[src/rtl/pce_pkg.sv]
// Shared types and constants for the pattern count engine.
package pce_pkg;

  typedef enum logic [2:0] {
    StIdle,
    StRdPat,
    StScan,
    StWrCtb,
    StWrCto,
    StWrCts,
    StDone
  } pce_state_t;

  localparam int unsigned PAT_W        = 5;
  localparam int unsigned WIN_PER_BYTE = 4;
  localparam int unsigned CROSS_WIN    = 4;

endpackage

[src/rtl/pce_window_match.sv]
// Counts 5-bit pattern hits inside one byte and across the boundary with the
// previous byte's low nibble.
module pce_window_match
  import pce_pkg::*;
(
  input  logic [11:0]      win_bits,
  input  logic [PAT_W-1:0] pat,
  output logic [2:0]       in_byte_cnt,
  output logic [2:0]       cross_cnt
);

  // win_bits = {prev_low_nibble, byte}; windows 0..3 lie in the byte, 4..7 straddle.
  always_comb begin
    in_byte_cnt = 3'd0;
    cross_cnt   = 3'd0;
    for (int k = 0; k < WIN_PER_BYTE; k++) begin
      if (win_bits[k +: PAT_W] == pat) in_byte_cnt = in_byte_cnt + 3'd1;
    end
    for (int k = 0; k < CROSS_WIN; k++) begin
      if (win_bits[(k + WIN_PER_BYTE) +: PAT_W] == pat) cross_cnt = cross_cnt + 3'd1;
    end
  end

endmodule

[src/rtl/pattern_count_engine.sv]
// Scans a message in data memory for a 5-bit pattern, counting in-byte, per-byte and
// whole-string matches, then writes the three counts back and raises done.
module pattern_count_engine
  import pce_pkg::*;
#(
  parameter int unsigned N_BYTES  = 32,
  parameter int unsigned MSG_BASE = 0,
  parameter int unsigned PAT_ADDR = 32,
  parameter int unsigned RES_ADDR = 33,
  parameter int unsigned AW       = 8
) (
  input  logic          clk,
  input  logic          reset,
  input  logic          start,
  output logic [AW-1:0] mem_addr,
  input  logic [7:0]    mem_rd_data,
  output logic          mem_wr_en,
  output logic [7:0]    mem_wr_data,
  output logic          busy,
  output logic          done
);

  localparam int unsigned CntW = $clog2(N_BYTES + 1);
  localparam logic [AW-1:0] MsgA = AW'(MSG_BASE);
  localparam logic [AW-1:0] PatA = AW'(PAT_ADDR);
  localparam logic [AW-1:0] ResA = AW'(RES_ADDR);

  pce_state_t       state;
  logic [PAT_W-1:0] pat;
  logic [3:0]       carry;
  logic [7:0]       ctb, cto, cts;
  logic [CntW-1:0]  issue_cnt;
  logic             pat_pend;
  logic             addr_vld;
  logic             rd_vld;
  logic             first_byte;
  logic [2:0]       in_byte_cnt;
  logic [2:0]       cross_cnt;

  pce_window_match u_match (
    .win_bits    ({carry, mem_rd_data}),
    .pat         (pat),
    .in_byte_cnt (in_byte_cnt),
    .cross_cnt   (cross_cnt)
  );

  always_ff @(posedge clk or negedge reset) begin
    if (!reset) begin
      state       <= StIdle;
      mem_addr    <= '0;
      mem_wr_en   <= 1'b0;
      mem_wr_data <= 8'd0;
      busy        <= 1'b0;
      done        <= 1'b0;
      pat         <= '0;
      carry       <= 4'd0;
      ctb         <= 8'd0;
      cto         <= 8'd0;
      cts         <= 8'd0;
      issue_cnt   <= '0;
      pat_pend    <= 1'b0;
      addr_vld    <= 1'b0;
      rd_vld      <= 1'b0;
      first_byte  <= 1'b0;
    end else begin
      mem_wr_en <= 1'b0;
      unique case (state)
        StIdle, StDone: begin
          if (start) begin
            state    <= StRdPat;
            mem_addr <= PatA;
            busy     <= 1'b1;
            done     <= 1'b0;
            ctb      <= 8'd0;
            cto      <= 8'd0;
            cts      <= 8'd0;
            carry    <= 4'd0;
          end
        end
        StRdPat: begin
          state      <= StScan;
          mem_addr   <= MsgA;
          issue_cnt  <= CntW'(1);
          addr_vld   <= 1'b1;
          pat_pend   <= 1'b1;
          rd_vld     <= 1'b0;
          first_byte <= 1'b1;
        end
        StScan: begin
          // Pattern arrives first, then one message byte per cycle behind the address.
          if (pat_pend) begin
            pat      <= mem_rd_data[7:3];
            pat_pend <= 1'b0;
          end
          rd_vld <= addr_vld;
          if (issue_cnt < CntW'(N_BYTES)) begin
            mem_addr  <= mem_addr + AW'(1);
            issue_cnt <= issue_cnt + CntW'(1);
            addr_vld  <= 1'b1;
          end else begin
            addr_vld <= 1'b0;
          end
          if (rd_vld) begin
            ctb        <= ctb + {5'd0, in_byte_cnt};
            cto        <= cto + {7'd0, |in_byte_cnt};
            cts        <= cts + {5'd0, in_byte_cnt} + (first_byte ? 8'd0 : {5'd0, cross_cnt});
            carry      <= mem_rd_data[3:0];
            first_byte <= 1'b0;
          end
          if (!pat_pend && !addr_vld && !rd_vld) begin
            state       <= StWrCtb;
            mem_addr    <= ResA;
            mem_wr_en   <= 1'b1;
            mem_wr_data <= ctb;
          end
        end
        StWrCtb: begin
          state       <= StWrCto;
          mem_addr    <= ResA + AW'(1);
          mem_wr_en   <= 1'b1;
          mem_wr_data <= cto;
        end
        StWrCto: begin
          state       <= StWrCts;
          mem_addr    <= ResA + AW'(2);
          mem_wr_en   <= 1'b1;
          mem_wr_data <= cts;
        end
        StWrCts: begin
          state <= StDone;
          busy  <= 1'b0;
          done  <= 1'b1;
        end
        default: state <= StIdle;
      endcase
    end
  end

endmodule

[config.mk]
export PLATFORM = sky130hd
export DESIGN_NAME = pattern_count_engine
export DESIGN_NICKNAME = d
export VERILOG_FILES = /design/src/rtl/pce_pkg.sv /design/src/rtl/pce_window_match.sv /design/src/rtl/pattern_count_engine.sv
export SDC_FILE = /design/constraint.sdc
export NUM_CORES = 1
export LEC_CHECK = 0
export ABC_AREA = 1
export CORE_MARGIN = 4
export CORE_UTILIZATION = 60
export CTS_BUF_LIST = sky130_fd_sc_hd__clkbuf_8
export DETAILED_ROUTE_END_ITERATION = 10
export GPL_ROUTABILITY_DRIVEN = 0
export PLACE_DENSITY = 0.81
export RECOVER_POWER = 100
export SKIP_LAST_GASP = 1
export SYNTH_ARGS = -nofsm -noshare
export SYNTH_HDL_FRONTEND = slang
export SYNTH_SLANG_ARGS = --single-unit
[constraint.sdc]
create_clock -name clk -period 6.6 [get_ports clk]
set_input_delay 1.32 -clock clk [delete_from_list [all_inputs] [get_ports clk]]
set_output_delay 1.32 -clock clk [all_outputs]
set_load 0.02 [all_outputs]
# Yosys cells after proc, flatten, opt, wreduce, memory -nomap -nowiden
# Index checks and enable logic that the tools add are counted.
# totals
ff_bits,65
latch_bits,0
romBits,0
output_inout_bits,19
inputBits,11
wordCells,112
memories,0
mem_bits_rw,0
# classes
n_div,0
mux,42
reduce_logical,22
shift,0
bitwise_logic,0
n_mul,0
addsub,12
n_eq_ne,19
n_lt_le_gt_ge,1
# ops
op,n
8-bit 2-to-1 mux,8
8-bit one-hot mux with 2 select lines,3
5-bit == test,8
8-bit one-hot mux with 5 select lines,1
3-bit 2-to-1 mux,9
8-bit by 3-bit adder with 8-bit output,3
8-bit one-hot mux with 3 select lines,1
3-bit one-hot mux with 6 select lines,1
1-bit one-hot mux with 2 select lines,7
3-bit by 1-bit adder with 3-bit output (second input constant),4
6-bit one-hot mux with 2 select lines,1
2-bit AND reduction,6
3-bit == test (second input constant),3
8-bit by 1-bit adder with 8-bit output,1
8-bit by 1-bit adder with 8-bit output (second input constant),1
4-bit 2-to-1 mux,2
2-bit != test (second input constant),4
4-bit one-hot mux with 2 select lines,1
1-bit 2-to-1 mux,7
6-bit by 1-bit adder with 6-bit output (second input constant),1
3-bit by 2-bit == test with 1-bit output (second input constant),2
6-bit < comparator (second input constant),1
6-bit 2-to-1 mux,1
3-bit AND reduction,2
11 further kinds,18

# Depth between registers and ports, before layout
# logic_depth
ltp_word,12
mapped_depth,26
depth_no_buf,25

# Cells and area by module
# Synthesis repeated with hierarchy kept, for this count alone.
# unflattened
hier_cells,647
hier_area_um2,4642.0
# by_module_without_submodules
module,n_inst,seq_area_each_um2,cells_each,area_each_um2
pattern_count_engine,1,1626.6,471,3648.5
pce_window_match,1,0.0,176,993.5

# Least setup slack after synthesis
# No wires, ideal clock.
# synth_path
path_type,input to register
startpoint,input mem_rd_data[7]
endpoint,register cts[5]
path_stages,21
slack_ns,2.018
required_time_ns,6.475
n_path_buf,1
arrival_ns,4.456
setup_ns,0.125
path_cell_list,clkbuf_1 > xor2_1 > nor3_1 > and2_1 > ha_1 > nand4_1 > nand2_1 > inv_1 > ha_1 > nor2_1 > nor2_1 > o21ai_0 > fa_1 > inv_1 > ha_1 > fa_1 > nand2_1 > a21oi_1 > nand2_2 > xor2_1 > nor2_1
# synth_via
elab_chain_cells,12
# synth_lines
item,line,source
start: declaration,pattern_count_engine.sv:16,"input logic [7:0] mem_rd_data,"
5-bit == test,pce_window_match.sv:20,if (win_bits[(k + WIN_PER_BYTE) +: PAT_W] == pat) cross_cnt = cross_cnt + 3'd1;
1-bit 2-to-1 mux,pce_window_match.sv:20,
1-bit by 1-bit adder with 2-bit output,pce_window_match.sv:20,
3-bit 2-to-1 mux,pce_window_match.sv:20,
3-bit by 1-bit adder with 3-bit output,pce_window_match.sv:20,
3-bit 2-to-1 mux,pce_window_match.sv:20,
3-bit by 1-bit adder with 3-bit output,pce_window_match.sv:20,
3-bit 2-to-1 mux,pce_window_match.sv:20,
3-bit 2-to-1 mux,pattern_count_engine.sv:106,"cts <= cts + {5'd0, in_byte_cnt} + (first_byte ? 8'd0 : {5'd0, cross_cnt});"
8-bit by 3-bit adder with 8-bit output *,pattern_count_engine.sv:106,
8-bit 2-to-1 mux *,pattern_count_engine.sv:103,if (rd_vld) begin
8-bit one-hot mux with 2 select lines *,pattern_count_engine.sv:67,unique case (state)
end signal: assignment,pattern_count_engine.sv:106,
end: declaration,pattern_count_engine.sv:31,"logic [7:0] ctb, cto, cts;"
# Mark *: on every way between the ends. The rest lies on a longest branch, timed or not. The select of a mux whose other input is x is not followed.
# A chain may end at the register's enable or synchronous reset.

# Final worst setup path
# layout_path
startpoint,input mem_rd_data[5]
endpoint,register cts[7]
# layout_via
elab_chain_cells,12
# layout_lines
item,line
"parallel branches: the longest is 9 deep, another holds 8-bit by 3-bit adder with 8-bit output",-
8-bit by 3-bit adder with 8-bit output *,pattern_count_engine.sv:106
8-bit 2-to-1 mux *,pattern_count_engine.sv:103
8-bit one-hot mux with 2 select lines *,pattern_count_engine.sv:67
# Mark *: on every way between the ends. The select of a mux whose other input is x is not followed.

==> flow_summary.ini <==
[critical_path]
path_common_cell = nand2_1
crit_buf_inv = 5
path_delay_family = adder cells
start_kind = input port
critPathMaxFanout = 6
critPathMaxStageDelay_ns = 0.67
cp.arrival_ns = 5.38
cp_cell_sequence = dlygate4sd3_1, inv_1, nand2_1, nand2_1, nor2_1, nand3_1, ha_1, inv_1, nand2_1, nand2_1, inv_1, ha_1, or2_2, nand2_1, fa_1, inv_1, ha_1, fa_1, nand2_1, a21oi_1, nand2_2, o21ai_0, nand2_1, nor2_1
crit_required_ns = 6.88
crit_path_end_kind = flip-flop
crit_slowest_cell = dlygate4sd3_1
critical_path_class = input port to flip-flop

[run_status]
violations = max-capacitance violations, max-slew violations
status = finished with violations

[global_routing]
met2_usage_pct = 40.0
grt_antenna_before_repair = 0
met1_usage_pct = 30.4
grt_pass1_wl_um = 16300
use_met3_pct = 5.04
grt_pass1_vias = 3620
grtUsageTotal_pct = 23.5
grt_max_degree = 66
grt_most_used_layer = met2
grt_overflow = 0

[clock_tree]
cts-buffers-inserted = 9
cts.sinks = 65
cts_root_buf = clkbuf_8
cts_htree_levels = 3
clockBufferDepth = 2
ctsResizeCount = 0
cts_tree = done
path_clk_slew_ns = 0.08
cts_setup_buffers = 0
worstSkewPairLatency_ns = 0.34
holdBufCountCts = 0

[sta]
fmax_ghz = 0.196
final-hold-violation-count = 0
fin_crit_sh_pct = 77.3
fin_skew_ns = 0.0119
relSlewSlack_pct = -135
rsz0062_at_grt = false
worstMarginPinSlew_ns = 3.53
setup_viol = 0
period_needed_ns = 5.10
fin_setup_tns_ns = 0
final_max_slew_viol_count = 66

[logic_synthesis]
ys_ff_latch = 65
synth_warnings = 0
synth.net_count = 613
synthXorXnorAreaFrac_pct = 4.68
synthSimpleGateAreaFrac_pct = 28.3
yosysSeqAreaShare_pct = 37.8
synth_mux_area_share_pct = 0
synthTopCellsByArea = dfrtp_1 (38%), nand2_1 (13%), inv_1 (6.7%), nor2_1 (5.1%), ha_1 (4.9%)
yosys.area.top_type = dfrtp_1
yosysTopAreaCellShare_pct = 37.8
ys_async_sr_fraction_pct = 100
synthFlopType = dfrtp_1
synthAdderAreaFrac_pct = 7.27
synth-edff-count = 0
avgSynthCellArea_um2 = 7.42
synthCells = 580
synth_cell_types = 41
syn_area_um2 = 4300
synth_top_family_by_area = simple AND/OR/NAND/NOR gates
synth_compound_area_share_pct = 12.0

[die]
core_area_um2 = 6870
dieArea_um2 = 8590
fp.dieH_um = 92.7
die_w_um = 92.7
rows = 30
initial_core_util_pct = 62.7
io_pins = 30

[run]
maxCapViolations = 1

[drt]
routedWlPerCell_um = 13.7
dr.first_iter.drc_count = 262
drcViolationCount = 0
first_pass_iters = 5
ant_nets = 0
routed_wl_um = 9620
vias = 3829
via_per_inst = 5.45

[power]
peakVddDrop_mv = 0.265
total_leakage_power_nw = 2.39
p_per_area_nw_per_um2 = 364

[layout]
nNetsFinal = 635
antenna_cells = 0
fin_area_um2 = 4720
layout_common_cells = nand2_1 (149), inv_1 (79), nor2_1 (65), dfrtp_1 (65), o21ai_0 (42)
final_common_cell = nand2_1
layout-drive-gt1-share_pct = 4.12
syn2layout_area_growth_pct = 9.71
nFillCells = 577

[placement]
port_buffers = 29
placed_area_um2 = 4590
hpwl_um = 7050

[min_path]
min_path_type = flip-flop to flip-flop
## layer usage
layer	share of wire (%)	vias to the layer above	wire, um
met3	4.6	17	447
met1	44	1818	4250
met4	2.1	0	198
met2	49	88	4730
met5	0	-	0
li1	-	1906	-
## cells in the mapped netlist (3+ instances only)
master,instances
nand2_1,147
inv_1,77
dfrtp_1,65
nor2_1,59
o21ai_0,41
nand3_1,39
a21oi_1,24
ha_1,17
nor3_1,12
xnor2_1,12
xor2_1,11
nand4_1,9
o31ai_1,7
buf_4,5
fa_1,5
nor2_2,5
o22ai_1,5
buf_6,4
buf_2,3
clkbuf_1,3
nand2_2,3
o221ai_1,3
or2_2,3
## layout make-up
| class | instances | area (um2) | share of cell area [%] |
|---|---|---|---|
| Clock buffer | 10 | 138 | 2.91 |
| Clock inverter | 6 | 58.8 | 1.25 |
| Inverter | 80 | 302 | 6.39 |
| Multi-Input combinational cell | 416 | 2190 | 46.3 |
| Sequential cell | 65 | 1630 | 34.4 |
| Tap cell | 96 | 120 | 2.54 |
| Timing Repair Buffer | 30 | 289 | 6.12 |
## worst paths after layout
check,from,to,slack (ns),depth (start not counted)
min reg2reg,mem_wr_data[6],mem_wr_data[6],0.48,2
max,mem_rd_data[5],cts[7],1.50,24
min in group asynchronous,reset,cts[2],2.26,2
max in group asynchronous,reset,addr_vld,2.33,2
max reg2reg,pat[1],cts[5],2.51,23
min,mem_wr_data[6],mem_wr_data[6],0.48,2
## where the power goes
group          internal, mW  switching, mW
clock network         0.182          0.155
logic                 0.254          0.515
registers             0.488          0.123
total                 0.924          0.793
## sequential cells by signal (all words and copies together) (netlist names), 3 cells and up
signal / cells
ctb: 8
mem_wr_data: 8
mem_addr: 8
state: 3
cto: 8
carry: 4
issue_cnt: 6
cts: 8
pat: 5
## per-stage QoR
stage	setup WS (ns)	power [mW]	instances	hold WS, ns	util [%]
3_5_place_dp	1.27	1.42	687	0.467	66.8
6_report	1.50	1.72	703	0.479	68.7
3_3_place_gp	1.43	1.39	687	0.466	66.8
2_1_floorplan	2.02	1.24	580	0.452	-
5_1_grt	1.21	1.86	703	0.515	68.7
4_1_cts	1.63	1.76	703	0.490	69.7
## worst register-to-register path: stages (launching register included)
cell and delay [ns]:
dfrtp_1 0.51, inv_1 0.23, nor2_1 0.06, nor3_1 0.24, nand4_1 0.15, inv_1 0.11, ha_1 0.26, inv_1 0.06
nand2_1 0.06, nand2_1 0.08, inv_1 0.05, ha_1 0.26, nor2_1 0.04, nor2_1 0.07, o21ai_0 0.11, fa_1 0.52
inv_1 0.04, ha_1 0.22, fa_1 0.38, nand2_1 0.10, a21oi_1 0.08, nand2_2 0.09, xor2_1 0.17, nor2_1 0.06
## logic make-up (layout without fill, tap and decap cells)
| kind of cell | Yosys count | in the layout |
|---|---|---|
| fa+ha+maj | 22 | 22 |
| simple gates | 283 | 283 |
| flops | 65 | 65 |
| buf+inv | 99 | 126 |
| compound gates | 88 | 88 |
| xor+xnor | 23 | 23 |
(Power assumes the default switching activity.)
